[src/rtl/rca3_result_accumulator.sv]
// Frame accumulator behind the 3-bit ripple-carry adder: sums FRAME_LEN
// {cout,sum} results and hands the total plus a sticky wrap flag downstream.
module rca3_result_accumulator #(
  parameter int ACC_W     = 8,
  parameter int FRAME_LEN = 4,
  parameter int CNT_W     = 4
) (
  input  logic             clk,
  input  logic             rst_n,
  input  logic             start,
  input  logic             in_valid,
  output logic             in_ready,
  input  logic [2:0]       in_sum,
  input  logic             in_cout,
  output logic             out_valid,
  input  logic             out_ready,
  output logic [ACC_W-1:0] out_acc,
  output logic             out_ovf,
  output logic             busy
);

  typedef enum logic [1:0] {IDLE, ACCUM, HOLD} state_t;

  localparam logic [CNT_W-1:0] LAST_BEAT = CNT_W'(FRAME_LEN - 1);

  state_t             state, state_nxt;
  logic [ACC_W-1:0]   acc;
  logic [CNT_W-1:0]   cnt;
  logic               ovf;
  logic               accept;
  logic               clr;
  logic               acc_en;
  logic [ACC_W-1:0]   beat;
  logic [ACC_W:0]     sum_ext;

  // Unsigned add keeping the carry-out as the top bit; the low bits wrap.
  function automatic logic [ACC_W:0] wrap_add(input logic [ACC_W-1:0] a,
                                              input logic [ACC_W-1:0] b);
    return {1'b0, a} + {1'b0, b};
  endfunction

  assign beat    = ACC_W'({in_cout, in_sum});
  assign sum_ext = wrap_add(acc, beat);

  // Handshake outputs come from the state register only, no input feedthrough.
  assign in_ready  = (state == ACCUM);
  assign out_valid = (state == HOLD);
  assign busy      = (state != IDLE);
  assign accept    = in_valid & in_ready;
  assign out_acc   = acc;
  assign out_ovf   = ovf;

  always_ff @(posedge clk or negedge rst_n) begin
    if (!rst_n) state <= IDLE;
    else        state <= state_nxt;
  end

  always_comb begin
    state_nxt = state;
    clr       = 1'b0;
    acc_en    = 1'b0;
    unique case (state)
      IDLE: begin
        if (start) begin
          clr       = 1'b1;
          state_nxt = ACCUM;
        end
      end
      ACCUM: begin
        if (accept) begin
          acc_en = 1'b1;
          if (cnt == LAST_BEAT) state_nxt = HOLD;
        end
      end
      HOLD: begin
        // A start coinciding with the handshake opens the next frame directly.
        if (out_ready) begin
          if (start) begin
            clr       = 1'b1;
            state_nxt = ACCUM;
          end else begin
            state_nxt = IDLE;
          end
        end
      end
      default: state_nxt = IDLE;
    endcase
  end

  always_ff @(posedge clk or negedge rst_n) begin
    if (!rst_n) begin
      acc <= '0;
      cnt <= '0;
      ovf <= 1'b0;
    end else if (clr) begin
      acc <= '0;
      cnt <= '0;
      ovf <= 1'b0;
    end else if (acc_en) begin
      acc <= sum_ext[ACC_W-1:0];
      ovf <= ovf | sum_ext[ACC_W];
      cnt <= cnt + CNT_W'(1);
    end
  end

endmodule

[config.mk]
export PLATFORM = sky130hd
export DESIGN_NAME = rca3_result_accumulator
export DESIGN_NICKNAME = d
export VERILOG_FILES = /design/src/rtl/rca3_result_accumulator.sv
export SDC_FILE = /design/constraint.sdc
export NUM_CORES = 1
export LEC_CHECK = 0
export BUFFER_PORTS_ARGS = -buffer_cell sky130_fd_sc_hd__buf_2
export CAP_MARGIN = 20
export CORE_UTILIZATION = 45
export CTS_BUF_LIST = sky130_fd_sc_hd__clkbuf_8
export CTS_CLUSTER_SIZE = 30
export DETAILED_ROUTE_END_ITERATION = 8
export PLACE_DENSITY_LB_ADDON = 0.25
export SETUP_SLACK_MARGIN = 0.15
export SLEW_MARGIN = 20
export SYNTH_ARGS = -nofsm -noshare
export SYNTH_HDL_FRONTEND = slang
export SYNTH_SLANG_ARGS = --single-unit
[constraint.sdc]
create_clock -name clk -period 2.7 [get_ports clk]
set_input_delay 0.54 -clock clk [delete_from_list [all_inputs] [get_ports clk]]
set_output_delay 0.54 -clock clk [all_outputs]
set_load 0.03 [all_outputs]
==> metrics.log, run 1 <==
[metrics] global routing usage on met1: 0.2448
[metrics] CP max FO: 5
[metrics] power after layout: 1.022 mW
[metrics] routed wire length: 1534 um
[metrics] TritonCTS clock tree: built
[metrics] cts-stage hold buffer count: 0
[metrics] input/output buffers: 20
[metrics] setup repair after global routing missed its margin: false
[metrics] number of setup violations in the final report: 0
[metrics] nets@finish: 115
[metrics] number of flops mapped to enable cells by yosys: 0
[metrics] post-route core utilization: 0.6115
[metrics] proportion of synthesized flip-flops having asynchronous set or reset: 1.000
[metrics] Crit Path Category: reg2reg
[metrics] cell accounting for the most synthesized area: sky130_fd_sc_hd__dfrtp_1
[metrics] ratio of cells with drive above 1 in the final layout: 0.3030
[metrics] Post-Route Setup TNS: 0 ns
[metrics] sequential fraction of the synthesis area: 0.4630
[metrics] Chip Width: 44.45 um
[metrics] warnings from Yosys: 0
[metrics] Worst Setup Start Kind: register
[metrics] DRC marker count from the first detailed-route iteration: 10
[metrics] synthesized netlist net count: between 90 and 100
[metrics] minimum setup slack in the final design: 0.8331 ns
[metrics] transition time at the pin with the least slew margin: about 0.47 ns
[metrics] number of levels in the clock H-tree: 1
[metrics] most crowded layer after global routing: met2
[metrics] ranking of synthesized cells by area: sky130_fd_sc_hd__dfrtp_1 (46%), sky130_fd_sc_hd__ha_1 (7.7%), sky130_fd_sc_hd__nand2_1 (5.1%)
[metrics] met3 Resource Use GR: 0.06122
[metrics] dominant combinational cell family by area after synthesis: simple AND/OR/NAND/NOR gates
[metrics] final hold viol count: 0
[metrics] fraction of post-synthesis cell area in the top cell type by area: 0.4630
[metrics] Tmin final: roughly 1.9 ns
[metrics] Vias: 645
[metrics] static leakage: roughly 0.51 nW
[metrics] library cells used by synthesis: 29
[metrics] antenna violation net count after detailed routing: 0
[metrics] share of the synthesized netlist area taken by xor and xnor gates: 0.03241
[metrics] Max VDD drop: 0.5274 mV
[metrics] Std-Cell Core Area: 0.001594 sq mm
[metrics] antenna diode count: 0
[metrics] share of the synthesized area in compound gates (AO/OA/AOI/OAI): 0.1775
[metrics] post-synthesis to final-layout area growth: 20.22%
[metrics] most frequent cell after synthesis: sky130_fd_sc_hd__dfrtp_1
[metrics] post-detailed-route via-to-cell ratio: 5.244
[metrics] commonest cells in the synthesized netlist: sky130_fd_sc_hd__dfrtp_1 (15), sky130_fd_sc_hd__nand2_1 (11), sky130_fd_sc_hd__o21ai_0 (8)
[metrics] worst-case clock buffer depth: 2
[metrics] Worst-Skew Late Latency: 0.25 ns
[metrics] Initial DRT Pass Iterations: 4
[metrics] largest net degree at the start of global routing: 16
[metrics] leading register cell type out of synthesis: sky130_fd_sc_hd__dfrtp_1
[metrics] average wire per cell in the routed design: 12.47 um
[metrics] number of post-CTS setup repair buffers: 0
[metrics] simple-gate share of the synthesized area: 0.1821
[metrics] total congestion overflow after global routing: 0
[metrics] Post-CTS Resized: 0
[metrics] Max transition margin: 0.6837
[metrics] power density relative to cell area: 1048 mW/mm^2
[metrics] mean post-synth cell area: between 10 and 15 sq um
[metrics] RD Place Congestion: roughly 0.77
[metrics] top achievable clock speed: 0.5356 GHz
[metrics] first-pass GRT wire length: about 2500 um
[metrics] arrival time at the worst endpoint: 2.04 ns
[metrics] pre-CTS worst setup slack: ~0.57 ns
[metrics] floorplan die area: 0.001975 sq mm
[metrics] met2 routing resource usage after global routing: 0.2794
[metrics] sink count of the clock tree: 15
[metrics] WP data required: 2.87 ns
[metrics] IO Pins: 21
[metrics] post-detail-place hpwl: 1169 um
[metrics] Initial Util: 0.5086
[metrics] max-slew violation count: 0
[metrics] endpoint class of the critical path: register
[metrics] Adder-Cell Fraction of Synth Area: 0.1019
[metrics] initial antenna violation count: 0
[metrics] run status: complete, no violations
[metrics] number of global-route vias before repair: 572
[metrics] num rows: 14
[metrics] clock transition at the register clock pins on the worst setup and hold paths after CTS: 0.06 ns
[metrics] Final Cycle Share: 0.6915
[metrics] portion of netlist area occupied by mux cells: 0.02469
[metrics] number of buffers inserted during clock tree synthesis: 3
[metrics] Gate Count Post-Synth: 76
[metrics] CTS root buf: sky130_fd_sc_hd__clkbuf_8
[metrics] number of max-cap violations: 0
[metrics] Layout Skew: around 0.00056 ns
[metrics] overall global routing resource usage: 0.1796
[metrics] residual DRC count: 0
[metrics] Die H: 44.45 um
[metrics] worst min-delay path category: in2async
[metrics] Cell Area, Synth: 810.8 sq um
[metrics] flip-flop and latch count after synthesis: 15
where the power goes:
part	switching (mW)	internal (mW)	leakage [nW]
registers	0.0721	0.296	0.195
logic	0.294	0.184	0.283
clock network	0.0744	0.101	0.0269
state kept, by name, indices dropped and copies added, names as in the netlist:
name and flops:
out_acc 8, state 2, out_ovf 1, cnt 4
stage by stage:
stage / cells / hold slack [ns] / cell area [sq um]
5_1_grt: 123 / 0.2180 / 974.7
3_3_place_gp: 119 / 0.4607 / 929.6
4_1_cts: 123 / 0.1978 / 974.7
3_5_place_dp: 119 / 0.4601 / 929.6
2_1_floorplan: 76 / 0.2444 / 810.8
6_report: 123 / 0.1824 / 974.7
worst paths after layout:
path | startpoint | cells after the start | slack [ns] | end
setup / recovery | out_acc[0]$_DFFE_PN0P_ | 6 | 0.83 | out_acc[6]$_DFFE_PN0P_
hold / removal | rst_n | 1 | 0.18 | state[1]$_DFFE_PN0P_
setup reg to reg | out_acc[0]$_DFFE_PN0P_ | 6 | 0.83 | out_acc[6]$_DFFE_PN0P_
hold reg to reg | out_acc[7]$_DFFE_PN0P_ | 1 | 0.50 | out_acc[7]$_DFFE_PN0P_
max in group asynchronous | rst_n | 1 | 2.28 | out_ovf$_DFFE_PN0P_
min in group clk | out_acc[7]$_DFFE_PN0P_ | 1 | 0.50 | out_acc[7]$_DFFE_PN0P_
critical path: stages (launching register included):
cell                      delay [ns]
sky130_fd_sc_hd__dfrtp_1        0.39
sky130_fd_sc_hd__ha_1           0.23
sky130_fd_sc_hd__fa_1           0.41
sky130_fd_sc_hd__a21o_1         0.20
sky130_fd_sc_hd__a21oi_1        0.30
sky130_fd_sc_hd__o21ai_0        0.14
sky130_fd_sc_hd__a21oi_1        0.13
cells by family after synthesis:
| kind of cell | after synthesis |
|---|---|
| AOI/OAI and AO/OA | 22 |
| xor gates and xnor gates | 3 |
| adders and majority gates | 6 |
| buffers and inverters | 2 |
| DFF | 15 |
| muxes | 2 |
| and+or+nand+nor | 26 |
per-layer routing:
metal	routed length [um]	vias to the layer above	share of wire
li1	-	326	-
met2	697	11	0.45
met3	66	3	0.043
met1	760	305	0.50
met4	10	0	0.0065
met5	0	-	0
layout make-up:
type                            instances  area (sq um)
Tap cell                               24         30.03
Clock buffer                            3         41.29
Sequential cell                        15         375.4
Fill cell                             150         619.3
Inverter                                1         3.754
Timing Repair Buffer                   20         100.1
Clock inverter                          1         3.754
Multi-Input combinational cell         59         420.4
cell usage in the layout, fill, tap and decap left out, drive strengths merged, types with 3 or more instances in the layout:
cell type | Yosys | final
a21oi | 3 | 3
a22o | 3 | 3
buf | 1 | 20
clkbuf | 0 | 3
dfrtp | 15 | 15
ha | 5 | 5
nand2 | 11 | 11
nor2 | 3 | 3
o21ai | 8 | 8
No activity file was read; power rests on OpenSTA's default activity.
==> run 2, diff against run 1 <==
ABC_AREA = 1   (was default)
clock period = 1.75 ns   (was 2.7 ns; I/O delays follow)
==> metrics.log, run 2 <==
[metrics] number of flops mapped to enable cells by yosys: 0
[metrics] number of max-cap violations: 0
[metrics] Initial DRT Pass Iterations: 5
[metrics] input/output buffers: 20
[metrics] worst min-delay path category: in2async
[metrics] antenna violation net count after detailed routing: 0
[metrics] count of buffering cells on the critical path with inverters included: 1
[metrics] warnings from Yosys: 0
[metrics] Max VDD drop: 0.9146 mV
[metrics] worst-case clock buffer depth: 2
[metrics] power density relative to cell area: 1634 mW/mm^2
[metrics] clock transition at the register clock pins on the worst setup and hold paths after CTS: 0.06 ns
[metrics] finished layout cell area: 0.001090 sq mm
[metrics] arrival time at the worst endpoint: 1.17 ns
[metrics] leading register cell type out of synthesis: sky130_fd_sc_hd__dfrtp_1
[metrics] post-detail-place hpwl: 1255 um
[metrics] endpoint class of the critical path: primary output
[metrics] combinational fraction of design power: 0.506
[metrics] net switching power: approximately 0.84 mW
[metrics] Cell Area, Synth: 888.4 sq um
[metrics] routed wire length: 1797 um
[metrics] average wire per cell in the routed design: 11.16 um
[metrics] CP max FO: 5
[metrics] number of levels in the clock H-tree: 1
[metrics] commonest cells after routing, fill and taps aside: sky130_fd_sc_hd__nand2_1 (28), sky130_fd_sc_hd__buf_2 (20), sky130_fd_sc_hd__inv_1 (15)
[metrics] largest net degree at the start of global routing: 16
[metrics] CP peak stage delay: 0.44 ns
[metrics] WP data required: 1.40 ns
[metrics] Post-Route Setup TNS: 0 ns
[metrics] num rows: 15
[metrics] transition time at the pin with the least slew margin: 0.3499 ns
[metrics] Internal: between 0.9 and 1 mW
[metrics] Worst Setup Start Kind: register
[metrics] Tmin final: 1.520 ns
[metrics] ranking of synthesized cells by area: sky130_fd_sc_hd__dfrtp_1 (42%), sky130_fd_sc_hd__nand2_1 (12%), sky130_fd_sc_hd__nand3_1 (7.3%)
[metrics] ordered cell list for the critical path: or2_2 -> buf_2
[metrics] first-pass GRT wire length: slightly below 3000 um
[metrics] Crit Path Category: reg2out
[metrics] IO Pins: 21
[metrics] Final Cycle Share: 0.8688
[metrics] TritonCTS clock tree: built
[metrics] sequential cell fraction of total power: 0.335
[metrics] WHS: -0.0008531 ns
[metrics] nets@finish: 152
[metrics] commonest cells in the synthesized netlist: sky130_fd_sc_hd__nand2_1 (29), sky130_fd_sc_hd__dfrtp_1 (15), sky130_fd_sc_hd__inv_1 (15)
[metrics] Layout Skew: about 0.0037 ns
[metrics] sequential fraction of the synthesis area: 0.4225
[metrics] static leakage: roughly 0.6 nW
[metrics] post-synthesis to final-layout area growth: 22.68%
[metrics] Initial Util: 0.4982
[metrics] CTS root buf: sky130_fd_sc_hd__clkbuf_8
[metrics] RD Place Congestion: 0.8092
[metrics] final hold viol count: 2
[metrics] setup repair after global routing missed its margin: true
[metrics] total congestion overflow after global routing: 0
[metrics] mean post-synth cell area: 7.862 sq um
[metrics] Std-Cell Core Area: 0.001783 sq mm
[metrics] crit path max-delay cell type: sky130_fd_sc_hd__dfrtp_1
[metrics] overall global routing resource usage: 0.1935
[metrics] top achievable clock speed: 0.6577 GHz
[metrics] fraction of post-synthesis cell area in the top cell type by area: 0.4225
[metrics] synthesized netlist net count: 128
[metrics] most frequent standard cell in the layout excluding fill and tap cells: sky130_fd_sc_hd__nand2_1
[metrics] Worst-Skew Late Latency: 0.25 ns
[metrics] max-slew violation count: 0
[metrics] number of buffers inserted during clock tree synthesis: 3
[metrics] power after layout: 1.781 mW
[metrics] Max transition margin: 0.7667
[metrics] post-route core utilization: 0.6112
[metrics] share of total power in the clock network: 0.160
[metrics] Gate Count Post-Synth: 113
[metrics] Largest register FFs: 8
[metrics] library cells used by synthesis: 18
[metrics] most frequent cell after synthesis: sky130_fd_sc_hd__nand2_1
[metrics] proportion of synthesized flip-flops having asynchronous set or reset: 1.000
[metrics] kind of cell adding the most delay to the critical path: flip-flops
[metrics] antenna diode count: 0
[metrics] violations in the final reports: negative hold slack
[metrics] minimum setup slack in the final design: ~0.23 ns
[metrics] ratio of cells with drive above 1 in the final layout: 0.2794
[metrics] residual DRC count: 0
[metrics] DRC marker count from the first detailed-route iteration: 15
[metrics] floorplan die area: 0.002156 sq mm
[metrics] number of global-route vias before repair: 694
[metrics] run status: finished with violations
[metrics] post-detailed-route via-to-cell ratio: 5.050
[metrics] Chip Width: ~46 um
[metrics] initial antenna violation count: 0
[metrics] number of setup violations in the final report: 0
[metrics] Die H: 46.43 um
[metrics] pre-CTS worst setup slack: between 0.09 and 0.1 ns
[metrics] cell accounting for the most synthesized area: sky130_fd_sc_hd__dfrtp_1
[metrics] Vias: 813
[metrics] sink count of the clock tree: 15
[metrics] post-place instance area: between 0.001 and 0.0015 sq mm
[metrics] flip-flop and latch count after synthesis: 15
[metrics] net switching fraction of the power: 0.4704
==> run 2: cell types whose count changed in the layout (fill, tap and decap cells not counted), sizes merged, moves of 3 or more <==
cell,delta
a22o,-3
nand3,+14
a21oi,+5
nand2,+20
nor2,+6
inv,+13
==> run 2: timing repair <==
item | 4_1_cts | 5_1_grt
endpoints found under the setup margin | 1 | 4
gates resized for setup | 1 | 6
pin swaps | 0 | 1
setup buffers | 0 | 1
hold buffers | 0 | 0
==> run 2: area by class of cell <==
type	instances	area (sq um)
fillers	169	693.2
repair buffers	21	107.6
multi-input cells	81	471.7
well taps	25	31.28
clock buffers	3	41.29
clock inverters	1	5.005
inverters	15	56.30
flip-flops and latches	15	376.6
==> run 2: kinds of logic after synthesis <==
logic type / Yosys count / synth area share
AO/OA/AOI/OAI: 14 / 0.07888
flip-flops: 15 / 0.4225
adder cells (fa/ha/maj): 6 / 0.09296
buffers and inverters: 17 / 0.08450
XOR/XNOR: 1 / 0.009861
AND/OR/NAND/NOR: 60 / 0.3113
==> run 2: metrics by stage <==
stage | hold slack, ns | cells
after global placement | 0.2795 | 156
after detailed placement | 0.2778 | 156
final | -0.0008531 | 161
after floorplan | 0.05441 | 113
after CTS | 0.009164 | 160
after global routing | 0.01875 | 161
==> run 2: worst paths after layout <==
path                       depth (start not counted)                endpoint  slack (ns)              startpoint
max                                                2                    busy        0.23    state[0]$_DFFE_PN0P_
min                                                1  out_acc[7]$_DFFE_PN0P_     -0.0009                   rst_n
max reg2reg                                        7  out_acc[4]$_DFFE_PN0P_        0.23  out_acc[0]$_DFFE_PN0P_
min reg2reg                                        2     out_ovf$_DFFE_PN0P_        0.51     out_ovf$_DFFE_PN0P_
max in group asynchronous                          1  out_acc[0]$_DFFE_PN0P_        1.47                   rst_n
min in group clk                                   4    state[1]$_DFFE_PN0P_        0.38               out_ready
==> run 2: power by group through the flow <==
stage / clock network (mW) / registers (mW) / logic (mW)
global placement: 0 / 0.588 / 0.830
floorplan: 0 / 0.721 / 0.525
detailed placement: 0 / 0.597 / 0.841
CTS: 0.292 / 0.590 / 0.849
finish: 0.285 / 0.596 / 0.900
global route: 0.304 / 0.616 / 1.01
==> run 2: per-layer routing <==
metal	track usage	up-vias	wire length [um]
met5	0	-	0
met4	0.06471	0	16
met3	0.03922	3	87
met2	0.3000	24	869
met1	0.2659	375	824
li1	-	411	-
